**src/rtl/picorv32_arb_pkg.sv**
```systemverilog
// rtl/picorv32_arb_pkg.sv - shared types and constants for the PicoRV32 memory arbiter
//
// Purpose: arbiter state encoding, one-hot grant encodings, default abort
// read data and the two-port pick function used by picorv32_mem_arbiter.
// Ports: none (package).
package picorv32_arb_pkg;

  typedef enum logic [1:0] {
    ST_IDLE  = 2'd0,
    ST_BUSY  = 2'd1,
    ST_GAP   = 2'd2,
    ST_ABORT = 2'd3
  } arb_state_t;

  localparam logic [1:0]  GNT_NONE = 2'b00;
  localparam logic [1:0]  GNT_C0   = 2'b01;
  localparam logic [1:0]  GNT_C1   = 2'b10;

  localparam logic [31:0] ERR_RDATA_DEFAULT = 32'hDEAD_BEEF;

  // last_c1 = 1 means port 1 was served most recently; on a tie with round
  // robin enabled the other port wins, otherwise port 0 always wins.
  function automatic logic [1:0] arb_pick(input logic v0, input logic v1,
                                          input logic rr_en, input logic last_c1);
    logic [1:0] win;
    if (v0 && v1) begin
      win = (rr_en && !last_c1) ? GNT_C1 : GNT_C0;
    end else if (v0) begin
      win = GNT_C0;
    end else if (v1) begin
      win = GNT_C1;
    end else begin
      win = GNT_NONE;
    end
    return win;
  endfunction

endpackage

```
**src/rtl/picorv32_arb_watchdog.sv**
```systemverilog
// rtl/picorv32_arb_watchdog.sv - transaction watchdog counter for the memory arbiter
//
// Purpose: 16-bit cycle counter, held at zero by clear, incremented while
// enable is high; expired flags the last permitted cycle (count == LIMIT-1).
// Ports:
//   clk, resetn  clock and asynchronous active-low reset
//   clear        force count to zero (has priority over enable)
//   enable       count this cycle
//   expired      count has reached LIMIT-1
module picorv32_arb_watchdog #(
  parameter int LIMIT = 1024
) (
  input  logic clk,
  input  logic resetn,
  input  logic clear,
  input  logic enable,
  output logic expired
);

  logic [15:0] count;

  always_ff @(posedge clk or negedge resetn) begin
    if (!resetn) begin
      count <= 16'd0;
    end else if (clear) begin
      count <= 16'd0;
    end else if (enable) begin
      count <= count + 16'd1;
    end
  end

  assign expired = (count == 16'(LIMIT - 1));

endmodule

```
**src/rtl/picorv32_mem_arbiter.sv**
```systemverilog
// rtl/picorv32_mem_arbiter.sv - two-port arbiter in front of the PicoRV32 FreeAHB bridge
//
// Purpose: shares one PicoRV32-native memory port between the CPU (c0) and a
// debug/loader master (c1). A grant is held for a whole transaction and a
// one-cycle m_mem_valid gap follows every completion so the bridge can idle.
// Optional feature macro: MEM_ARB_TIMEOUT_EN compiles in the watchdog, the
// ABORT state and timeout_err; without it BUSY waits for m_mem_ready forever.
// Ports:
//   clk, resetn                 clock and asynchronous active-low reset
//   c0_mem_* / c1_mem_*         requester native ports (valid/instr/addr/wdata/wstrb in, ready/rdata out)
//   m_mem_*                     native port towards the bridge
//   grant                       one-hot owner (01 = c0, 10 = c1, 00 = none)
//   timeout_err                 one-cycle pulse when a transaction is aborted
module picorv32_mem_arbiter
  import picorv32_arb_pkg::*;
#(
  parameter int          ROUND_ROBIN    = 1,
  parameter int          TIMEOUT_CYCLES = 1024,
  parameter logic [31:0] ERR_RDATA      = ERR_RDATA_DEFAULT
) (
  input  logic        clk,
  input  logic        resetn,
  input  logic        c0_mem_valid,
  input  logic        c0_mem_instr,
  input  logic [31:0] c0_mem_addr,
  input  logic [31:0] c0_mem_wdata,
  input  logic [3:0]  c0_mem_wstrb,
  output logic        c0_mem_ready,
  output logic [31:0] c0_mem_rdata,
  input  logic        c1_mem_valid,
  input  logic        c1_mem_instr,
  input  logic [31:0] c1_mem_addr,
  input  logic [31:0] c1_mem_wdata,
  input  logic [3:0]  c1_mem_wstrb,
  output logic        c1_mem_ready,
  output logic [31:0] c1_mem_rdata,
  output logic        m_mem_valid,
  output logic        m_mem_instr,
  output logic [31:0] m_mem_addr,
  output logic [31:0] m_mem_wdata,
  output logic [3:0]  m_mem_wstrb,
  input  logic        m_mem_ready,
  input  logic [31:0] m_mem_rdata,
  output logic [1:0]  grant,
  output logic        timeout_err
);

  if (TIMEOUT_CYCLES < 2 || TIMEOUT_CYCLES > 65535) begin : g_bad_timeout
    $error("picorv32_mem_arbiter: TIMEOUT_CYCLES must be in 2..65535");
  end

  localparam logic RR_EN = (ROUND_ROBIN != 0);

  arb_state_t state;
  logic [1:0] grant_q;
  logic       m_valid_q;
  logic       last_c1;
  logic [1:0] abort_gnt;
  logic [1:0] pick;

  // During ABORT the aborted requester still shows valid (it only drops it
  // after seeing ready), so its stale request is kept out of arbitration.
  assign pick = arb_pick(c0_mem_valid && !abort_gnt[0],
                         c1_mem_valid && !abort_gnt[1],
                         RR_EN, last_c1);

`ifdef MEM_ARB_TIMEOUT_EN
  logic wd_expired;
  logic timeout_q;

  // Holding clear outside BUSY leaves the count at zero on every BUSY entry.
  picorv32_arb_watchdog #(
    .LIMIT (TIMEOUT_CYCLES)
  ) u_watchdog (
    .clk     (clk),
    .resetn  (resetn),
    .clear   (state != ST_BUSY),
    .enable  ((state == ST_BUSY) && !m_mem_ready),
    .expired (wd_expired)
  );

  assign timeout_err = timeout_q;
`else
  assign abort_gnt   = GNT_NONE;
  assign timeout_err = 1'b0;
`endif

  always_ff @(posedge clk or negedge resetn) begin
    if (!resetn) begin
      state     <= ST_IDLE;
      grant_q   <= GNT_NONE;
      m_valid_q <= 1'b0;
      last_c1   <= 1'b1;
`ifdef MEM_ARB_TIMEOUT_EN
      abort_gnt <= GNT_NONE;
      timeout_q <= 1'b0;
`endif
    end else begin
`ifdef MEM_ARB_TIMEOUT_EN
      abort_gnt <= GNT_NONE;
      timeout_q <= 1'b0;
`endif
      case (state)
        ST_BUSY: begin
          if (m_mem_ready) begin
            state     <= ST_GAP;
            grant_q   <= GNT_NONE;
            m_valid_q <= 1'b0;
            last_c1   <= grant_q[1];
          end
`ifdef MEM_ARB_TIMEOUT_EN
          else if (wd_expired) begin
            state     <= ST_ABORT;
            grant_q   <= GNT_NONE;
            m_valid_q <= 1'b0;
            abort_gnt <= grant_q;
            timeout_q <= 1'b1;
          end
`endif
        end
        // IDLE, GAP and ABORT all arbitrate the same way.
        default: begin
          if (pick != GNT_NONE) begin
            state     <= ST_BUSY;
            grant_q   <= pick;
            m_valid_q <= 1'b1;
          end else begin
            state     <= ST_IDLE;
            grant_q   <= GNT_NONE;
            m_valid_q <= 1'b0;
          end
        end
      endcase
    end
  end

  assign grant       = grant_q;
  assign m_mem_valid = m_valid_q;

  // grant_q is non-zero only in BUSY, so the payload mux reads zero elsewhere.
  always_comb begin
    m_mem_instr = 1'b0;
    m_mem_addr  = 32'd0;
    m_mem_wdata = 32'd0;
    m_mem_wstrb = 4'd0;
    case (grant_q)
      GNT_C0: begin
        m_mem_instr = c0_mem_instr;
        m_mem_addr  = c0_mem_addr;
        m_mem_wdata = c0_mem_wdata;
        m_mem_wstrb = c0_mem_wstrb;
      end
      GNT_C1: begin
        m_mem_instr = c1_mem_instr;
        m_mem_addr  = c1_mem_addr;
        m_mem_wdata = c1_mem_wdata;
        m_mem_wstrb = c1_mem_wstrb;
      end
      default: begin
      end
    endcase
  end

  assign c0_mem_ready = (grant_q[0] && m_mem_ready) || abort_gnt[0];
  assign c1_mem_ready = (grant_q[1] && m_mem_ready) || abort_gnt[1];
  assign c0_mem_rdata = abort_gnt[0] ? ERR_RDATA : (grant_q[0] ? m_mem_rdata : 32'd0);
  assign c1_mem_rdata = abort_gnt[1] ? ERR_RDATA : (grant_q[1] ? m_mem_rdata : 32'd0);

endmodule

```
**config.mk**
```make
export PLATFORM = sky130hd
export DESIGN_NAME = picorv32_mem_arbiter
export DESIGN_NICKNAME = d
export VERILOG_FILES = /design/src/rtl/picorv32_arb_pkg.sv /design/src/rtl/picorv32_arb_watchdog.sv /design/src/rtl/picorv32_mem_arbiter.sv
export SDC_FILE = /design/constraint.sdc
export NUM_CORES = 1
export LEC_CHECK = 0
export ABC_AREA = 1
export BUFFER_PORTS_ARGS = -buffer_cell sky130_fd_sc_hd__clkbuf_2
export CORE_AREA = 4 4 120 122
export CTS_BUF_LIST = sky130_fd_sc_hd__clkbuf_4
export DETAILED_ROUTE_END_ITERATION = 10
export DIE_AREA = 0 0 124 126
export GPL_TIMING_DRIVEN = 0
export PLACE_DENSITY_LB_ADDON = 0.12
export RECOVER_POWER = 100
export SLEW_MARGIN = 40
export SYNTH_ARGS = -nofsm -noshare
export SYNTH_HDL_FRONTEND = slang
export SYNTH_SLANG_ARGS = --single-unit
```
**constraint.sdc**
```tcl
create_clock -name clk -period 3.75 [get_ports clk]
set_clock_uncertainty 0.1 [all_clocks]
set_input_delay 0.375 -clock clk [delete_from_list [all_inputs] [get_ports clk]]
set_output_delay 0.375 -clock clk [all_outputs]
set_load 0.005 [all_outputs]
```
After elaboration in Yosys (flattened, before gate mapping) --
Index checks and enable logic that the tools add are counted.
Cells by class: eq/ne operators 4, multiplexer cells 19, reduce and logical (&&, ||, !) cells 5
Operator list (count):
- $pmux W32 S2 | 2
- $mux W32 | 2
- $mux W2 | 9
- $pmux W4 S2 | 1
- $eq A2 B1 Y1 const B | 2
- $mux W1 | 4
- $logic_and A1 B1 Y1 | 3
- $eq A2 B2 Y1 const B | 1
- $ne A2 B2 Y1 const B | 1
- $pmux W1 S2 | 1
- $reduce_and A2 Y1 | 1
- $reduce_bool A2 Y1 | 1
Word-level totals: flip-flop bits (word level) 6, input bits 175, output and inout bits 139, word-level logic and storage cells 32

Logic depth before layout (Yosys ltp) --
Gate-level depths: netlist of run 1.
depth in word-level cells 6, mapped depth 9, mapped depth without buffers 4

Least setup slack after synthesis of run 1 --
Ideal clock, no wire load.
kind reg-to-output, from reg grant_q[0] (netlist: grant[0]), to out m_mem_addr[10], arrival 1590 ps, required time 3275 ps, slack 1685 ps, cell stages (with the launch flop) 9, buffers on the path 5, path through dfrtp_1 -> buf_2 -> buf_2 -> inv_1 -> ha_1 -> buf_2 -> buf_2 -> buf_6 -> a21oi_1
Between the ends: longest elaborated chain between the ends 2, elaborated cells on any way between the ends 3, classes of those cells eq/ne: 2; mux: 1
Ends and longest elaborated chain:
- start, declared | RTL line picorv32_mem_arbiter.sv:55 | logic [1:0] grant_q;
- start signal, assigned | RTL line picorv32_mem_arbiter.sv:125 | grant_q <= pick;
- $eq A2 B2 Y1 or $eq A2 B1 Y1 (tied branches) | RTL line picorv32_mem_arbiter.sv:146 | case (grant_q)
- $pmux W32 S2 * | RTL line picorv32_mem_arbiter.sv:146
- end, declared | RTL line picorv32_mem_arbiter.sv:39 | output logic [31:0] m_mem_addr,
Every way passes the cells marked *; elsewhere a longest branch is shown, timed or not.

Worst setup path after layout of run 1 --
from reg grant_q[1] (netlist: grant[1]), to out m_mem_addr[13]
Same word-level chain as after synthesis.

==> flow_summary.toml, run 1 <==
[status]
status = "finished, final reports clean"

[setup_path]
rr_endpoint = "last_c1"
cp.required_ns = 3.27
startpoint_type = "flop"
r2r_slack_ns = 2.62
r2r-start = "grant[1]"
cp_max_fo = 10
critPathCaptureType = "output pin"
r2r_cells = 3
arrival_ns = 2.63
worstSetupPathType = "flop to output pin"

[clocking]
clock-root-buffer = "clkbuf_4"
cts_tree = "done"
cts_hold_buf = 1
h-tree-depth = 1
insertion_delay_ns = 0.24
cts_buffers = 3
clk_pin_slew_ns = 0.04
ctsResizeCount = 0
cts_sinks = 5
cts_buffer_depth = 2
post_cts_buffers = 0

[detailed_routing]
vias = 3510
drc = 0
ant_nets = 0
wl_met2_mm = 6.121
drt_iter0_markers = 73
highest_layer = "met4"
firstDrtPassIters = 4
wl_met3_mm = 1.505
wire_per_inst_um = 12.84
routed_wl_mm = 11.51
met1_length_mm = 3.861
avgViaCountPerCell = 3.917

[synth]
synth_cell_types = 16
ys_seq_area_share_pct = 6.724
ys_warn_count = 0
ys_seq_elements = 5
syn_inst = 403
avgSynthCellArea_um2 = 4.663
syn-num-nets = 580
synth_area_mm2 = 0.001879

[sta]
rsz0062_at_grt = "false"
setup_tns_ns = 0
slew_viol_final = 0
fin_crit_sh_pct = 82.68
hold_slack_ns = 0.2834
period_needed_ns = 3.100
timing.fmax_mhz = 322.5
hold_viol_final = 0
setup_viol = 0

[final_layout]
syn2layout_area_growth_pct = 90.08
final_area_mm2 = 0.003572
seq_area_um2 = 126.4
final_common_cell = "clkbuf_2"
diodes = 0
fin_nets = 898
drive_gt1_share_pct = 37.36
final_cell_mix = "228 x clkbuf_2, 207 x nand2_1, 97 x clkbuf_1"
fin_cells = 896
multi_input_area_mm2 = 0.001270
nFillCells = 1604

[power_and_ir_drop]
vdd_drop_max_mv = 0.1596
powerDensity_mw_per_mm2 = 512.4
leakagePower_nw = 2.256
power_mw = 1.831

[hold_path]
min_to = "state[0]"
min_path_cells = 3
hp-class = "primary input to flop"
holdCritStartpoint = "c0_mem_valid"

[floorplan]
row_count = 42
die_y_um = 126
ioPinCount = 314
die_w_um = 124
dieArea_mm2 = 0.01562
start_util_pct = 14.25
core_area_mm2 = 0.01319

[global_route]
grt_usage_pct = 12.91
grt_pass1_vias = 3465
grt_antenna_before_repair = 0
grt_pass1_wl_mm = 16.66
grt_overflow = 0
grt_max_degree = 11

[placement]
gp_congestion = 0.7452
hpwl_mm = 10.32
place_area_mm2 = 0.003661
portBuffers = 312
dp_cells = 891

[job]
drv_cap = 0
sequential cells by signal (all words and copies together) (netlist names):
signal and flops:
grant 2, last_c1 1, state 2
worst max-delay path by stage:
stage                        start             end  cells after the start
after CTS                 grant[0]   m_mem_addr[8]                      9
after global placement    grant[0]  m_mem_wdata[3]                      8
final                     grant[1]  m_mem_addr[13]                      9
after global routing      grant[1]  m_mem_addr[13]                      9
after detailed placement  grant[0]   m_mem_addr[8]                      9
after floorplan           grant[0]  m_mem_addr[10]                      8
area by class of cell:
cell class	instances	area share, %
Multi-Input combinational cell	293	35.55
Timing Repair Buffer	313	41.05
Tap cell	176	6.165
Buffer	33	5.289
Inverter	72	7.566
Clock buffer	4	0.8406
Sequential cell	5	3.538
critical path, stage by stage (launching register included):
cell and delay [ns]:
dfrtp_1 0.39, clkbuf_1 0.24, clkbuf_1 0.30, inv_1 0.11, ha_1 0.14, clkbuf_1 0.36
clkbuf_1 0.40, nand2_1 0.13, a21oi_1 0.17, clkbuf_2 0.13
cells by family after synthesis:
kind of cell	synth area share (%)
DFF	6.725
adders and majority gates	1.331
and+or+nand+nor	46.20
buffers and inverters	25.17
AOI/OAI and AO/OA	20.37
other	0.1995
stage by stage:
| stage | utilization, % | setup WS [ns] |
|---|---|---|
| finish | 27.08 | 0.6495 |
| global route | 27.08 | 0.3923 |
| CTS | 28.06 | 0.9248 |
| detailed placement | 27.76 | 1.191 |
| global placement | 27.76 | 1.224 |
| floorplan | - | 1.685 |
synthesized netlist by cell type, drive strengths merged:
library cell / instances / share of area [%]
a21oi: 69 / 20
clkbuf: 4 / 0.80
nand2: 213 / 44
buf: 29 / 10
inv: 72 / 14
ha: 2 / 1.3
dfrtp: 4 / 5.3
conb: 1 / 0.20
nand4: 3 / 1.0
nand3: 5 / 1.3
dfstp: 1 / 1.4
routing by layer:
layer | vias up | global-route usage (%)
met5 | - | 0
met1 | 1499 | 12.48
met3 | 2 | 3.677
met4 | 0 | 1.224
li1 | 1817 | -
met2 | 192 | 26.98
where the power goes:
part | internal, mW | total (mW) | leakage [nW] | switching, mW
logic | 0.606 | 1.66 | 2.18 | 1.05
clock network | 0.0474 | 0.0684 | 0.0184 | 0.0210
registers | 0.0791 | 0.103 | 0.0604 | 0.0237
total | 0.732 | 1.83 | 2.26 | 1.10
Power figures use the tool's default switching activity.
==> run 2: changes to the inputs <==
==> constraint.sdc (replaced) <==
create_clock -name clk -period 3.1 [get_ports clk]
set_clock_uncertainty 0.1 [all_clocks]
set_input_delay 0.31 -clock clk [delete_from_list [all_inputs] [get_ports clk]]
set_output_delay 0.31 -clock clk [all_outputs]
set_load 0.005 [all_outputs]
==> run 2 against run 1 <==
Against the previous run: wire length about the same; sequential power is 20% higher; first-iteration DRC count rose by 11%; critical path depth increased by 1; cell count did not move; core utilization hardly changed; flip-flop and latch count unchanged; design area is essentially flat; register-to-register slack got worse by 0.65 ns; non-clock buffer count unchanged; hold slack got worse by 0.065 ns; die area is the same.
==> flow_summary.toml, run 2 (synthesis gave the netlist of run 1 again) <==
[global_route]
grt_pass1_wl_mm = 16.66
use_met3_pct = 3.677
use_met1_pct = 12.48
grt_pass1_vias = 3465
grt_overflow = 0
grt_max_degree = 11
grt_use_met2_pct = 26.98
gr-max-usage-layer = "met2"
grt_usage_pct = 12.91
grt_antenna_before_repair = 0

[clocking]
clk_pin_slew_ns = 0.04
cts_sinks = 5
cts_buffer_depth = 2
cts_buffers = 3
cts_hold_buf = 1
insertion_delay_ns = 0.24
post_cts_buffers = 0
ctsResizeCount = 0
h-tree-depth = 1
clock-root-buffer = "clkbuf_4"
cts_tree = "done"

[job]
drv_cap = 0

[power_and_ir_drop]
leakagePower_nw = 2.270
powerDensity_mw_per_mm2 = 619.7
vdd_drop_max_mv = 0.2051

[floorplan]
row_count = 42
ioPinCount = 314
die_w_um = 124
core_area_mm2 = 0.01319
start_util_pct = 14.25
dieArea_mm2 = 0.01562
die_y_um = 126

[final_layout]
syn2layout_area_growth_pct = 90.15
fin_nets = 898
final_common_cell = "clkbuf_2"
final_cell_mix = "230 x clkbuf_2, 207 x nand2_1, 93 x clkbuf_1"
drive_gt1_share_pct = 37.92
diodes = 0

[sta]
fin_crit_sh_pct = 88.72
setup_viol = 0
rsz0062_at_grt = "false"
setup_tns_ns = 0
slew_viol_final = 0
timing.fmax_mhz = 363.6
hold_slack_ns = 0.2184
period_needed_ns = 2.750
hold_viol_final = 0

[detailed_routing]
avgViaCountPerCell = 3.915
ant_nets = 0
wire_per_inst_um = 12.85
firstDrtPassIters = 4
routed_wl_mm = 11.52
drc = 0
vias = 3508
drt_iter0_markers = 81

[setup_path]
cp.required_ns = 2.69
r2r_cells = 3
r2r-start = "grant[1]"
r2r_slack_ns = 1.97
worstSetupPathType = "flop to output pin"
cp_max_fo = 10
arrival_ns = 2.34
rr_endpoint = "last_c1"
startpoint_type = "flop"
critPathCaptureType = "output pin"

[hold_path]
holdCritStartpoint = "c0_mem_valid"
hp-class = "primary input to flop"
min_path_cells = 3
min_to = "state[0]"

[placement]
hpwl_mm = 10.32
portBuffers = 312
gp_congestion = 0.7452

[status]
status = "finished, final reports clean"
[run 2: cell count changes in the layout (fill, tap and decap cells not counted)]
cell / previous run / this run
clkbuf_1: 97 / 93
buf_2: 13 / 15
clkbuf_2: 228 / 230
buf_4: 2 / 3
buf_6: 4 / 3
[run 2: power by group]
group / internal (mW) / leakage, nW / switching [mW]
clock network: 0.0573 / 0.0184 / 0.0254
logic: 0.735 / 2.19 / 1.27
registers: 0.0957 / 0.0604 / 0.0285
[run 2: worst max path at each step]
stage / cells past startpoint / slack (ns) / startpoint / to
floorplan: 8 / 1.10 / grant[0] / m_mem_addr[10]
global placement: 8 / 0.64 / grant[0] / m_mem_wdata[3]
detailed placement: 9 / 0.61 / grant[0] / m_mem_addr[8]
CTS: 9 / 0.34 / grant[0] / m_mem_addr[8]
global route: 10 / 0.11 / grant[1] / m_mem_wdata[29]
finish: 10 / 0.35 / grant[1] / m_mem_wdata[29]
[run 2: critical path, cell delays in order (launching register included)]
cell and delay, ns:
dfrtp_1 0.37, clkbuf_1 0.37, buf_2 0.31, inv_1 0.07
ha_1 0.17, buf_4 0.16, clkbuf_2 0.20, buf_8 0.18
nand2_1 0.07, a21oi_2 0.07, clkbuf_2 0.12
[run 2: final cells by class]
type	instances	area [µm²]
fill	1604	9617
timing repair buffer	313	1466
multi-input combinational	293	1270
inverter	72	270.3
tap	176	220.2
buffer	33	190.2
sequential	5	126.4
clock buffer	4	30.03
[run 2: per-layer routing]
metal  vias to the layer above  routed length, µm
li1                       1817                  -
met1                      1497               3871
met2                       192               6121
met3                         2               1502
met4                         0                 20
met5                         -                  0
[run 2: metrics by stage]
| step | utilization (%) | instances | cell area [µm²] | setup slack [ns] | power, mW |
|---|---|---|---|---|---|
| after floorplan | - | 403 | 1879 | 1.100 | 1.323 |
| after global placement | 27.76 | 891 | 3661 | 0.6390 | 2.293 |
| after detailed placement | 27.76 | 891 | 3661 | 0.6061 | 2.296 |
| after CTS | 28.06 | 896 | 3701 | 0.3398 | 2.392 |
| after global routing | 27.09 | 896 | 3573 | 0.1143 | 2.517 |
| final | 27.09 | 896 | 3573 | 0.3496 | 2.214 |
